`config.mk`:
```
export PLATFORM = sky130hd
export DESIGN_NAME = w_writeback_stage
export DESIGN_NICKNAME = d
export VERILOG_FILES = /design/src/rtl/w_writeback_stage.sv
export SDC_FILE = /design/constraint.sdc
export NUM_CORES = 1
export LEC_CHECK = 0
export BUFFER_PORTS_ARGS = -buffer_cell sky130_fd_sc_hd__buf_2
export CAP_MARGIN = 20
export CORE_ASPECT_RATIO = 1.75
export CORE_MARGIN = 1
export CORE_UTILIZATION = 51
export CTS_BUF_LIST = sky130_fd_sc_hd__clkbuf_8 sky130_fd_sc_hd__clkbuf_16
export DETAILED_ROUTE_END_ITERATION = 10
export GPL_TIMING_DRIVEN = 0
export PLACE_DENSITY = 0.82
export SETUP_SLACK_MARGIN = 0.4
export SYNTH_ARGS = -nofsm -noshare
export SYNTH_HDL_FRONTEND = slang
export SYNTH_SLANG_ARGS = --single-unit
```
`constraint.sdc`:
```
create_clock -name clk -period 2.3 [get_ports clk]
set_input_delay 0.23 -clock clk [delete_from_list [all_inputs] [get_ports clk]]
set_output_delay 0.23 -clock clk [all_outputs]
set_load 0.02 [all_outputs]
```
`src/rtl/w_writeback_stage.sv`:
```
// w_writeback_stage: M->W pipeline register, writeback source select,
// load extension, link-address offset and retired-instruction counter.
// Optional feature macro: W_LOAD_EXT_EN (byte/halfword load extension).
module w_writeback_stage #(
    parameter int unsigned DATA_W      = 32,
    parameter int unsigned ADDR_W      = 5,
    parameter int unsigned LINK_OFFSET = 8,
    parameter int unsigned CNT_W       = 32
) (
    input  logic              clk,
    input  logic              reset,
    input  logic              W_en,
    input  logic              W_flush,
    input  logic              M_valid,
    input  logic [DATA_W-1:0] M_ans,
    input  logic [DATA_W-1:0] M_Rdata,
    input  logic [DATA_W-1:0] M_pc,
    input  logic [DATA_W-1:0] M_hilo,
    input  logic [ADDR_W-1:0] M_A3,
    input  logic              M_we,
    input  logic [1:0]        M_s_Wdata,
    input  logic [2:0]        M_load_type,
    input  logic [1:0]        M_byte_off,
    output logic [DATA_W-1:0] W_Wdata,
    output logic [ADDR_W-1:0] W_A3,
    output logic              W_we,
    output logic              W_valid,
    output logic [DATA_W-1:0] W_pc,
    output logic [CNT_W-1:0]  W_retired
);

    localparam logic [1:0] SRC_ANS   = 2'b00;
    localparam logic [1:0] SRC_RDATA = 2'b01;
    localparam logic [1:0] SRC_LINK  = 2'b10;
    localparam logic [1:0] SRC_HILO  = 2'b11;

    typedef enum logic {
        ST_EMPTY = 1'b0,
        ST_FULL  = 1'b1
    } state_t;

    state_t            state_q, state_d;
    logic [DATA_W-1:0] ans_q, ans_d;
    logic [DATA_W-1:0] rdata_q, rdata_d;
    logic [DATA_W-1:0] pc_q, pc_d;
    logic [DATA_W-1:0] hilo_q, hilo_d;
    logic [ADDR_W-1:0] a3_q, a3_d;
    logic              we_q, we_d;
    logic [1:0]        src_q, src_d;
    logic [CNT_W-1:0]  cnt_q, cnt_d;
    logic [DATA_W-1:0] load_data;

`ifdef W_LOAD_EXT_EN
    localparam logic [2:0] LT_LB  = 3'b001;
    localparam logic [2:0] LT_LBU = 3'b010;
    localparam logic [2:0] LT_LH  = 3'b011;
    localparam logic [2:0] LT_LHU = 3'b100;

    logic [2:0]        load_type_q, load_type_d;
    logic [1:0]        byte_off_q, byte_off_d;
    logic [DATA_W-1:0] byte_shift;
    logic [DATA_W-1:0] half_shift;
    logic [7:0]        byte_v;
    logic [15:0]       half_v;
`else
    logic unused_load_inputs;
    assign unused_load_inputs = ^{M_load_type, M_byte_off};
`endif

    // Stage registers and retire counter, synchronous active-low clear
    always_ff @(posedge clk) begin
        if (!reset) begin
            state_q     <= ST_EMPTY;
            ans_q       <= '0;
            rdata_q     <= '0;
            pc_q        <= '0;
            hilo_q      <= '0;
            a3_q        <= '0;
            we_q        <= 1'b0;
            src_q       <= SRC_ANS;
            cnt_q       <= '0;
`ifdef W_LOAD_EXT_EN
            load_type_q <= 3'b000;
            byte_off_q  <= 2'b00;
`endif
        end else begin
            state_q     <= state_d;
            ans_q       <= ans_d;
            rdata_q     <= rdata_d;
            pc_q        <= pc_d;
            hilo_q      <= hilo_d;
            a3_q        <= a3_d;
            we_q        <= we_d;
            src_q       <= src_d;
            cnt_q       <= cnt_d;
`ifdef W_LOAD_EXT_EN
            load_type_q <= load_type_d;
            byte_off_q  <= byte_off_d;
`endif
        end
    end

    // Next state: flush beats capture beats hold; count the outgoing valid instruction
    always_comb begin
        state_d = state_q;
        ans_d   = ans_q;
        rdata_d = rdata_q;
        pc_d    = pc_q;
        hilo_d  = hilo_q;
        a3_d    = a3_q;
        we_d    = we_q;
        src_d   = src_q;
        cnt_d   = cnt_q;
`ifdef W_LOAD_EXT_EN
        load_type_d = load_type_q;
        byte_off_d  = byte_off_q;
`endif
        if (W_flush) begin
            state_d = ST_EMPTY;
            we_d    = 1'b0;
        end else if (W_en) begin
            state_d = M_valid ? ST_FULL : ST_EMPTY;
            ans_d   = M_ans;
            rdata_d = M_Rdata;
            pc_d    = M_pc;
            hilo_d  = M_hilo;
            a3_d    = M_A3;
            we_d    = M_we;
            src_d   = M_s_Wdata;
`ifdef W_LOAD_EXT_EN
            load_type_d = M_load_type;
            byte_off_d  = M_byte_off;
`endif
        end
        if ((W_flush || W_en) && (state_q == ST_FULL)) begin
            cnt_d = cnt_q + CNT_W'(1);
        end
    end

`ifdef W_LOAD_EXT_EN
    assign byte_shift = rdata_q >> {byte_off_q, 3'b000};
    assign half_shift = rdata_q >> {byte_off_q[1], 4'b0000};
    assign byte_v     = byte_shift[7:0];
    assign half_v     = half_shift[15:0];

    // Byte/halfword selection with sign or zero extension; unknown types pass the word
    always_comb begin
        load_data = rdata_q;
        case (load_type_q)
            LT_LB:   load_data = {{(DATA_W-8){byte_v[7]}}, byte_v};
            LT_LBU:  load_data = {{(DATA_W-8){1'b0}}, byte_v};
            LT_LH:   load_data = {{(DATA_W-16){half_v[15]}}, half_v};
            LT_LHU:  load_data = {{(DATA_W-16){1'b0}}, half_v};
            default: load_data = rdata_q;
        endcase
    end
`else
    assign load_data = rdata_q;
`endif

    // Writeback source mux from registered state
    always_comb begin
        W_Wdata = ans_q;
        case (src_q)
            SRC_ANS:   W_Wdata = ans_q;
            SRC_RDATA: W_Wdata = load_data;
            SRC_LINK:  W_Wdata = pc_q + DATA_W'(LINK_OFFSET);
            SRC_HILO:  W_Wdata = hilo_q;
            default:   W_Wdata = ans_q;
        endcase
    end

    assign W_valid   = (state_q == ST_FULL);
    assign W_we      = we_q & W_valid & (a3_q != '0);
    assign W_A3      = a3_q;
    assign W_pc      = pc_q;
    assign W_retired = cnt_q;

endmodule

```
# --- Word-level counts from Yosys, hierarchy flattened ---
# Index checks and enable logic that the tools add are counted.
classes:
  add_sub_neg: 2
  eq_ne: 3
  muxes: 2
  bitwise_logic: 4
  reduce_logical: 6
ops:
  columns: ["operator", "n"]
  rows:
  - ["$pmux W32 S4", 1]
  - ["$add A32 B1 Y32 const B", 1]
  - ["$add A32 B4 Y32 const B", 1]
  - ["$reduce_bool A5 Y1", 1]
  - ["$eq A2 B2 Y1 const B", 2]
  - ["$and A1 B1 Y1", 2]
  - ["$eq A2 B1 Y1 const B", 1]
  - ["$logic_not A2 Y1", 1]
  - ["$not A1 Y1", 2]
  - ["$reduce_and A2 Y1", 1]
  - ["$reduce_or A2 Y1", 1]
  - ["$logic_and A1 B1 Y1", 1]
  - ["$logic_or A1 B1 Y1", 1]
  - ["$mux W1", 1]
word_totals:
  regBits: 169
  word_cells: 26

# --- Longest topological paths before layout ---
# Gate-level depths: netlist (run 1).
logic_depth:
  ltp_word: 2
  mapped_depth: 7
  mapped_depth_nobuf: 6

# --- Worst setup path after synthesis (run 1) ---
# OpenSTA, ideal clock, no wires.
synth_path:
  path_kind: "register to output"
  from: "register pc_q[3], in the netlist W_pc[3]"
  to: "output W_Wdata[31]"
  t_arrival_ns: 2.237
  required_time_ns: 2.070
  setup_slack_ns: -0.167
  path_stages_with_launch: 8
  path_buffers: 1
  cell_sequence: "dfxtp_1 > ha_1 > nand4_2 > or3_1 > buf_2 > nor4_2 > xor2_1 > a2bb2oi_1"
synth_between:
  elab_chain_len: 2
synth_rtl:
  columns: ["item", "line", "source"]
  rows:
  - ["from (decl)", "45", "logic [DATA_W-1:0] pc_q, pc_d;"]
  - ["from (signal assigned)", "90", "pc_q <= pc_d;"]
  - ["$add A32 B4 Y32", "167", "SRC_LINK: W_Wdata = pc_q + DATA_W'(LINK_OFFSET);"]
  - ["$pmux W32 S4", "164", "case (src_q)"]
  - ["to (decl)", "24", "output logic [DATA_W-1:0] W_Wdata,"]
# Every way passes these cells.

# --- Final worst setup path (run 1) ---
layout_path:
  from: "register pc_q[9], in the netlist W_pc[9]"
  to: "output W_Wdata[28]"
# The elaborated chain is that of the path after synthesis.

==> reports/metrics.cfg, run 1 <==
[clock_network]
cts_hold_buf = 0
cts_tree = yes
clk_latency_ns = 0.43
cts_buffers = 17
clkTransAtPathRegs_ns = 0.07
cts.sinks = 169
cts_max_level = 4
clock_tree.buffer_depth = 2
root_buffer = clkbuf_16

[global_route]
grt_overflow = 0
antenna_found_initial = 1
track_usage_pct = 32.0
grt_pass1_wl_mm = 38.1
grt_pass1_vias = 7577
grt_max_degree = 17

[worst_hold_path]
hold_class = input pin to register

[power]
ir_drop_mv = 0.512
p_leak_nw = 4.65
powerDensity_mw_per_mm2 = 659

[worst_setup_path]
crit_chain = nand4_1 -> nor4_4 -> buf_6 -> nand3_2 -> xnor2_2 -> mux4_2 -> buf_6
worstPathRequired_ns = 2.07
crit_top_cell = buf_6
cp_max_fo = 7
cp-end-kind = output pin
slowest_delay_ns = 0.48
critPathKind = register to output pin
startpoint_type = register
slowest_stage = mux4_2
cp_num_buf_inv = 2
arrival_ns = 2.51
path_delay_family = simple AND/OR/NAND/NOR gates

[sta]
timing.final.crit_share_pct = 119
setup_viol = 23
fin_setup_tns_ns = -6.48
rsz0062_at_grt = yes
timing.fmax_ghz = 0.365
worst_slack_ns = -0.438
finalMaxSlewViolations = 0
hold_viol = 0
fin_skew_ns = 0.00516
worst_pin_slew_ns = 0.694
fin_crit_ns = 2.74
relSlewSlack_pct = 53.7
finalHoldWorstSlack_ns = 0.0330

[final_layout]
fin_nets = 1344
syn_to_final_growth_pct = 39.2
final_layout_size_suffix_gt1_share_pct = 33.7
final_cells = 1392

[place]
dpl.hpwl_mm = 18.3
port_buffers = 242
gp_congestion = 0.880
dp_cells = 1325

[synth]
yosysSeqAreaShare_pct = 43.3
yosysUniqueCellTypes = 33
yosys_warnings = 0
synth_area_per_cell_um2 = 8.67
synth_area_leaders = dfxtp_1 (43%), nand2_1 (14%), a21boi_0 (13%)
yosysTopAreaCell = dfxtp_1
syn_nets = 1048
netlist_area_mm2 = 0.00781
synth_top_area_share_pct = 43.3
syn_inst = 900
ys_ff_latch = 169

[detailed_routing]
avgRoutedWirePerCell_um = 18.7
ant_nets = 0
wl_mm = 26.0
vias = 7724
avgViaCountPerCell = 5.55
drt_first_pass_iters = 5
drtIter0Drc = 326
drc = 0

[floorplan]
ios = 249
die_y_um = 166
num_rows = 59
die_w_um = 95.5
core_area_mm2 = 0.0149
initial_core_util_pct = 52.3
die_area_mm2 = 0.0158

[flow_run]
maxCapViolCount = 0

[outcome]
outcome = finished, violations left
violations = setup timing

==> area by class of cell <==
class                           instances  area [µm²]
Fill cell                            1113        4040
Inverter                                4        15.0
Clock buffer                           18         439
Clock inverter                         13         201
Timing Repair Buffer                  277        1760
Buffer                                 62         337
Antenna cell                            1        2.50
Multi-Input combinational cell        665        4450
Tap cell                              183         229
Sequential cell                       169        3440
==> power breakdown <==
part / internal, mW / switching [mW] / total [mW] / leakage, nW
combinational: 0.398 / 0.473 / 0.870 / 2.93
sequential: 3.03 / 0.0904 / 3.12 / 1.39
clock: 1.95 / 1.22 / 3.17 / 0.325
total: 5.38 / 1.78 / 7.16 / 4.65
==> cells in the final DEF, fill, tap and decap left out, types with 7 or more instances in the layout <==
master,instances
a21boi_0,136
and2_1,31
and3_1,7
buf_2,214
buf_4,23
buf_6,41
clkbuf_1,43
clkbuf_16,19
dfxtp_1,149
dfxtp_2,8
dfxtp_4,12
mux4_2,25
nand2_1,293
nand3_1,17
nand3_2,7
nand4_1,22
nor2_1,8
nor4_4,7
xnor2_1,35
xor2_1,18
==> registers in the layout, summed over array words and instances, names as in the netlist <==
| name | count |
|---|---|
| hilo_q | 32 |
| src_q | 2 |
| load_data | 32 |
| W_retired | 32 |
| ans_q | 32 |
| W_pc | 32 |
| W_A3 | 5 |
| we_q | 1 |
| W_valid | 1 |
==> stage by stage <==
| stage | area (µm²) | worst slack, ns | power (mW) | util, % |
|---|---|---|---|---|
| 2_1_floorplan | 7950 | 0.249 | 3.59 | - |
| 3_3_place_gp | 9390 | -0.173 | 3.92 | 63.0 |
| 3_5_place_dp | 9390 | -0.200 | 3.93 | 63.0 |
| 4_1_cts | 10700 | -0.329 | 7.13 | 71.5 |
| 5_1_grt | 10900 | -0.472 | 7.35 | 72.9 |
| 6_report | 10900 | -0.438 | 7.16 | 72.9 |
==> what timing repair did <==
item | CTS | global route
endpoints found under the setup margin | 74 | 80
setup buffers | 23 | 11
pin swaps | 17 | 14
resized for setup | 107 | 39
gates cloned | 1 | 0
==> synth_stat cells <==
cell type / number
nand2_1: 294
dfxtp_1: 169
a21boi_0: 136
clkbuf_1: 53
xnor2_1: 39
and2_1: 31
mux4_2: 25
nand3_1: 25
nand4_1: 22
xor2_1: 18
nor2_1: 12
and3_1: 8
mux2i_1: 6
o21ai_0: 6
and4_1: 5
buf_2: 5
nor4_1: 5
a22oi_1: 4
buf_1: 4
inv_1: 4
nand2b_1: 4
nor2b_1: 4
nor3_1: 4
o21bai_1: 3
o221ai_1: 3
or3_1: 3
ha_1: 2
a2bb2oi_1: 1
nand4_2: 1
nor4_2: 1
nor4_4: 1
o211ai_1: 1
o311a_1: 1
==> kinds of logic after synthesis <==
logic type,share of synthesized area (%)
and+or+nand+nor,23.9
buffers and inverters,3.25
adders and majority gates,0.321
DFF,43.3
AOI/OAI and AO/OA,14.8
muxes,7.98
xor gates and xnor gates,6.40
==> layer usage <==
metal	global-route usage [%]	up-vias	wire length, µm
met5	0	-	0
met3	4.91	90	1520
met4	17.7	0	1420
met1	33.1	3672	9000
met2	59.0	336	14000
li1	-	3626	-
==> worst register-to-register path, stage by stage (launching register included) <==
cell and delay (ns):
dfxtp_1 0.46, nand4_1 0.23, nor2_1 0.49, nand4_1 0.18, xnor2_1 0.16, and2_1 0.16
==> worst paths after layout <==
check                              startpoint             to  slack, ns  cells after the start
worst min register to register      ans_q[31]      ans_q[31]       0.46                      2
worst min-delay path               M_Rdata[9]   load_data[9]       0.03                      3
worst max register to register  W_retired[10]  W_retired[18]       0.50                      5
worst max-delay path                  W_pc[9]    W_Wdata[28]      -0.44                      7
Note: power is estimated with default switching activity, not from simulation.
==> run 2, diff against run 1 <==
--- a/config.mk
+++ b/config.mk
@@ -7,13 +7,15 @@
 export LEC_CHECK = 0
 export BUFFER_PORTS_ARGS = -buffer_cell sky130_fd_sc_hd__buf_2
 export CAP_MARGIN = 20
+export CELL_PAD_IN_SITES_DETAIL_PLACEMENT = 1
+export CELL_PAD_IN_SITES_GLOBAL_PLACEMENT = 1
 export CORE_ASPECT_RATIO = 1.75
 export CORE_MARGIN = 1
-export CORE_UTILIZATION = 51
+export CORE_UTILIZATION = 37
 export CTS_BUF_LIST = sky130_fd_sc_hd__clkbuf_8 sky130_fd_sc_hd__clkbuf_16
 export DETAILED_ROUTE_END_ITERATION = 10
 export GPL_TIMING_DRIVEN = 0
-export PLACE_DENSITY = 0.82
+export PLACE_DENSITY = 0.81
 export SETUP_SLACK_MARGIN = 0.4
 export SYNTH_ARGS = -nofsm -noshare
 export SYNTH_HDL_FRONTEND = slang
==> run 2 against run 1 <==
Net effect:
- the flow finishes with violations (DRC, setup timing)
- combinational power rose by 3.3%
- total power increased by 0.64%
- final cell count up 5.7%
- maximum frequency grew 0.51%
- via count is 0.84% higher
- highest routed layer unchanged
- worst setup slack improved by 0.014 ns
- largest power group unchanged
- clock skew down 0.0011 ns
- sequential cell count unchanged
==> reports/metrics.cfg, run 2 (synthesized netlist as in run 1, its figures left out) <==
[outcome]
outcome = finished, violations left
violations = DRC, setup timing

[floorplan]
initial_core_util_pct = 37.6  ; -15 points
num_rows = 70  ; +19%
die_y_um = 194  ; +17%
ios = 249  ; unchanged
die_w_um = 112  ; +17%
core_area_mm2 = 0.0208  ; +39%
die_area_mm2 = 0.0217  ; +37%

[final_layout]
final_cell_mix = nand2_1 (291), buf_2 (211), dfxtp_1 (145)
design_area_mm2 = 0.0111  ; +2.2%
fillers = 2468  ; +120%
final_layout_size_suffix_gt1_share_pct = 35.6  ; +1.9 points
final_cells = 1472  ; +5.7%
fin_nets = 1349  ; +0.37%
final_common_cell = nand2_1
syn_to_final_growth_pct = 42.3

[clock_network]
cts_hold_buf = 0  ; unchanged
cts_max_level = 4  ; unchanged
cts_tree = yes
clock_tree.buffer_depth = 2  ; unchanged
clkTransAtPathRegs_ns = 0.07  ; about the same
cts_buffers = 17  ; unchanged
root_buffer = clkbuf_16
clk_latency_ns = 0.44  ; about the same
cts.sinks = 169  ; unchanged

[place]
dp_cells = 1394  ; +5.2%
dpl.hpwl_mm = 21.8  ; +19%
gp_congestion = 0.843  ; -4.3%
post_dp_cell_area_mm2 = 0.00948  ; +0.92%
port_buffers = 242  ; unchanged
pre_cts_ws_ns = -0.311  ; -0.111 ns

[detailed_routing]
dr_wl_met2_mm = 16.9  ; +21%
wl_mm = 30.6  ; +18%
avgViaCountPerCell = 5.29  ; -4.6%
wl_met3_mm = 1.24  ; -18%
drc = 16  ; +16
ant_nets = 0  ; unchanged
drtIter0Drc = 370  ; +13%
vias = 7789  ; +0.84%
avgRoutedWirePerCell_um = 20.8  ; +12%
drt_first_pass_iters = 9  ; +4
routed.top_layer = met4
wl_met1_mm = 10.8  ; +20%

[global_route]
track_usage_pct = 27.9  ; -4.1 points
antenna_found_initial = 6  ; +5
grt_overflow = 0  ; unchanged
grt_max_degree = 17  ; unchanged
grt_pass1_wl_mm = 45.5  ; +19%
grt_pass1_vias = 8310  ; +9.7%

[sta]
fin_crit_ns = 2.72  ; -0.0139 ns
relSlewSlack_pct = 48.1  ; -5.7 points
rsz0062_at_grt = yes
finalHoldWorstSlack_ns = 0.0307  ; -0.00231 ns
fin_skew_ns = 0.00402  ; -0.00114 ns
timing.final.crit_share_pct = 118  ; -0.60 points
timing.fmax_ghz = 0.367  ; +0.51%
worst_pin_slew_ns = 0.779  ; +0.0849 ns
hold_viol = 0  ; unchanged
setup_viol = 23  ; unchanged
worst_slack_ns = -0.424  ; +0.0138 ns
finalMaxSlewViolations = 0  ; unchanged

[worst_setup_path]
arrival_ns = 2.49  ; -0.02 ns
cp-end-kind = output pin
critPathKind = register to output pin
regToRegSetupSlack_ns = 0.54  ; +0.04 ns
cp_max_fo = 7  ; unchanged
startpoint_type = register
worstPathRequired_ns = 2.07  ; about the same

[power]
ir_drop_mv = 0.462  ; -9.8%
powerDensity_mw_per_mm2 = 649  ; -1.5%
p_leak_nw = 4.68  ; +0.71%

[flow_run]
maxCapViolCount = 0  ; unchanged

[worst_hold_path]
hold_class = input pin to register

-- run 2: critical path: stages, from the launching register on --
cell and delay [ns]:
dfxtp_4 0.39, nand4_1 0.10, buf_6 0.16, nor4_4 0.30, buf_6 0.21, nand3_4 0.10, xnor2_2 0.15, mux4_2 0.48
buf_6 0.15
-- run 2: cell type report --
cell class | instances | area [µm²] | area share [%]
multi-input combinational | 665 | 4550 | 41.0
buffer | 62 | 333 | 3.00
clock buffer | 20 | 478 | 4.30
timing repair buffer | 282 | 1790 | 16.1
tap | 252 | 315 | 2.84
antenna | 6 | 15.0 | 0.135
inverter | 4 | 15.0 | 0.135
sequential | 169 | 3440 | 31.0
clock inverter | 12 | 169 | 1.52
-- run 2: repair_timing --
item	4_1_cts	5_1_grt
pin swaps	27	15
buffers inserted	24	15
gates resized for setup	117	55
gates cloned	1	0
setup endpoints to repair	98	71
-- run 2: per-stage QoR --
| stage | TNS, ns | total power, mW | utilization (%) |
|---|---|---|---|
| floorplan | 0 | 3.59 | - |
| global placement | -11.60 | 3.95 | 45.7 |
| detailed placement | -10.09 | 3.97 | 45.7 |
| CTS | -5.11 | 7.21 | 51.9 |
| global route | -7.98 | 7.44 | 53.5 |
| finish | -6.45 | 7.21 | 53.5 |
-- run 2: worst paths after layout --
kind / start / end / cells past startpoint
setup / recovery: W_pc[9] / W_Wdata[28] / 8
hold / removal: M_pc[10] / W_pc[10] / 3
setup reg to reg: W_retired[2] / W_retired[20] / 7
hold reg to reg: load_data[10] / load_data[10] / 2
-- run 2: per-layer routing --
layer / up-vias / global-route usage, %
met3: 78 / 5.35
met5: - / 0
met1: 3809 / 27.9
met2: 259 / 52.1
li1: 3643 / -
met4: 0 / 17.6
-- run 2: report_power, final --
group / internal, mW / switching [mW] / total (mW)
registers: 3.03 / 0.0964 / 3.13
clock network: 1.93 / 1.24 / 3.18
logic: 0.400 / 0.499 / 0.899
total: 5.37 / 1.84 / 7.21
==> run 3, diff against run 2 <==
--- a/config.mk
+++ b/config.mk
@@ -8,10 +8,10 @@
 export BUFFER_PORTS_ARGS = -buffer_cell sky130_fd_sc_hd__buf_2
 export CAP_MARGIN = 20
 export CELL_PAD_IN_SITES_DETAIL_PLACEMENT = 1
-export CELL_PAD_IN_SITES_GLOBAL_PLACEMENT = 1
+export CELL_PAD_IN_SITES_GLOBAL_PLACEMENT = 2
 export CORE_ASPECT_RATIO = 1.75
 export CORE_MARGIN = 1
-export CORE_UTILIZATION = 37
+export CORE_UTILIZATION = 29
 export CTS_BUF_LIST = sky130_fd_sc_hd__clkbuf_8 sky130_fd_sc_hd__clkbuf_16
 export DETAILED_ROUTE_END_ITERATION = 10
 export GPL_TIMING_DRIVEN = 0
==> constraint.sdc (replaced) <==
create_clock -name clk -period 2.7 [get_ports clk]
set_input_delay 0.27 -clock clk [delete_from_list [all_inputs] [get_ports clk]]
set_output_delay 0.27 -clock clk [all_outputs]
set_load 0.02 [all_outputs]
==> run 3 against run 2 <==
Net effect:
- critical endpoint unchanged
- combinational power is 19% lower
- final cell count is 3.6% higher
- first-iteration DRC count is 27% lower
- largest power group is now registers
- cell area is 2.1% lower
- wire length is 0.24% higher
- the run ends with setup timing left
- worst setup slack better by 0.38 ns
==> reports/metrics.cfg, run 3 (synthesized netlist as in run 1, its figures left out) <==
[floorplan]
die_area_mm2 = 0.0276  ; +27%
die_y_um = 219  ; +13%
core_area_mm2 = 0.0265  ; +28%
initial_core_util_pct = 29.5  ; -8.1 points
num_rows = 79  ; +13%
die_w_um = 126  ; +13%
ios = 249  ; unchanged

[sta]
hold_viol = 0  ; unchanged
finalHoldWorstSlack_ns = 0.0667  ; +0.0360 ns
timing.fmax_ghz = 0.365
fin_crit_ns = 2.74
finalMaxSlewViolations = 0  ; unchanged
setup_viol = 5  ; -78%
worst_slack_ns = -0.0434  ; +0.381 ns
rsz0062_at_grt = yes
relSlewSlack_pct = 46.1  ; -2.0 points
fin_setup_tns_ns = -0.108  ; +6.35 ns
timing.final.crit_share_pct = 102
worst_pin_slew_ns = 0.809  ; +0.0301 ns
fin_skew_ns = 0.0116  ; +0.00757 ns

[worst_setup_path]
crit_cells = 7  ; -1
arrival_ns = 2.47  ; -0.02 ns
crit_chain = nand4_1 -> nor4_4 -> buf_6 -> nand3_2 -> xnor2_1 -> mux4_2 -> buf_6
slowest_stage = mux4_2
crit_top_cell = buf_6
r2r_start = W_retired[0]
regToRegSetupSlack_ns = 0.63  ; +0.09 ns
crit_path_start = W_pc[14]
critPathKind = register to output pin
reg2reg_to = W_retired[28]
r2r_cells = 7  ; unchanged
cp_max_fo = 7  ; unchanged
startpoint_type = register
slowest_delay_ns = 0.48  ; about the same
cp_num_buf_inv = 2  ; -1
crit_end = W_Wdata[28]
cp-end-kind = output pin
worstPathRequired_ns = 2.43  ; +0.36 ns
path_delay_family = simple AND/OR/NAND/NOR gates

[clock_network]
cts_tree = yes
cts_buffers = 17  ; unchanged
clk_latency_ns = 0.44  ; about the same
clock_tree.buffer_depth = 2  ; unchanged
cts_max_level = 4  ; unchanged
cts.sinks = 169  ; unchanged
clkTransAtPathRegs_ns = 0.06  ; about the same
cts_hold_buf = 0  ; unchanged
root_buffer = clkbuf_16

[global_route]
track_usage_pct = 22.3  ; -5.6 points
antenna_found_initial = 4  ; -2
grt_pass1_wl_mm = 45.4  ; -0.23%
grt_max_degree = 17  ; unchanged
grt_pass1_vias = 7983  ; -3.9%
grt_overflow = 0  ; unchanged

[final_layout]
design_area_mm2 = 0.0109  ; -2.1%
fillers = 3201  ; +30%
fin_nets = 1336  ; -0.96%
final_layout_size_suffix_gt1_share_pct = 33.6  ; -2.0 points
seq_area_mm2 = 0.00343  ; -0.18%
final_common_cell = nand2_1
multi_input_area_mm2 = 0.00452  ; -0.77%
utilization_pct = 41.0  ; -12 points
final_cell_mix = nand2_1 (291), buf_2 (221), dfxtp_1 (150)
syn_to_final_growth_pct = 39.3
final_cells = 1525  ; +3.6%

[place]
pre_cts_ws_ns = -0.151  ; +0.160 ns
gp_congestion = 0.813  ; -3.5%
post_dp_cell_area_mm2 = 0.00945  ; -0.30%
port_buffers = 242  ; unchanged
dpl.hpwl_mm = 23.3  ; +6.9%
dp_cells = 1466  ; +5.2%

[detailed_routing]
ant_nets = 0  ; unchanged
drtIter0Drc = 270  ; -27%
avgViaCountPerCell = 4.93  ; -6.9%
wl_mm = 30.7  ; +0.24%
drc = 0  ; -16
vias = 7516  ; -3.5%
avgRoutedWirePerCell_um = 20.1  ; -3.2%
drt_first_pass_iters = 4  ; -5

[outcome]
outcome = finished, violations left
violations = setup timing

[power]
p_leak_nw = 4.51  ; -3.6%
ir_drop_mv = 0.456  ; -1.4%
powerDensity_mw_per_mm2 = 551  ; -15%
power_mw = 5.99  ; -17%

[flow_run]
maxCapViolCount = 0  ; unchanged

[worst_hold_path]
hold_class = input pin to register

==> run 3: cell types whose count changed in the layout (fill, tap and decap cells not counted), moves of 3 or more <==
| cell | before | now |
|---|---|---|
| dfxtp_2 | 13 | 8 |
| buf_12 | 4 | 0 |
| xor2_2 | 1 | 4 |
| dfxtp_1 | 145 | 150 |
| diode_2 | 6 | 2 |
| clkbuf_2 | 8 | 5 |
| buf_2 | 211 | 221 |
| xor2_1 | 17 | 13 |
| clkbuf_4 | 3 | 0 |
| buf_4 | 29 | 20 |
| clkbuf_1 | 42 | 45 |
| buf_6 | 43 | 37 |
==> run 3: worst min path at each step <==
stage / from / end / depth (start not counted)
2_1_floorplan: M_pc[3] / W_pc[3] / 2
3_3_place_gp: load_data[24] / load_data[24] / 2
3_5_place_dp: ans_q[17] / ans_q[17] / 2
4_1_cts: M_pc[9] / W_pc[9] / 3
5_1_grt: M_we / we_q / 3
6_report: M_valid / W_valid / 3
==> run 3: area by class of cell <==
type                       instances  share of cell area (%)
tap                              324                    3.73
multi-input combinational        665                    41.5
inverter                           4                   0.138
clock buffer                      19                    4.17
buffer                            62                    2.61
antenna                            2                  0.0460
timing repair buffer             269                    14.8
clock inverter                    11                    1.43
sequential                       169                    31.6
==> run 3: repair_timing <==
item,4_1_cts,5_1_grt
buffers inserted,19,8
setup endpoints to repair,34,40
resized for setup,114,59
pin swaps,19,21
cloned,0,0
==> run 3: worst min-delay path: stages <==
cell     delay, ns
buf_2         0.07
mux2i_1       0.05
nor2_1        0.07
==> run 3: routing by layer <==
metal | track usage, % | part of all wire (%) | vias to the layer above
li1 | - | - | 3606
met3 | 3.92 | 3.9 | 55
met1 | 21.6 | 36 | 3654
met2 | 44.7 | 57 | 197
met5 | 0 | 0.055 | -
met4 | 10.5 | 3.5 | 4
==> run 3: report_power, final <==
| part | total (mW) | internal, mW | switching, mW |
|---|---|---|---|
| registers | 2.66 | 2.58 | 0.0792 |
| logic | 0.730 | 0.313 | 0.417 |
| clock network | 2.60 | 1.57 | 1.02 |
| total | 5.99 | 4.47 | 1.52 |
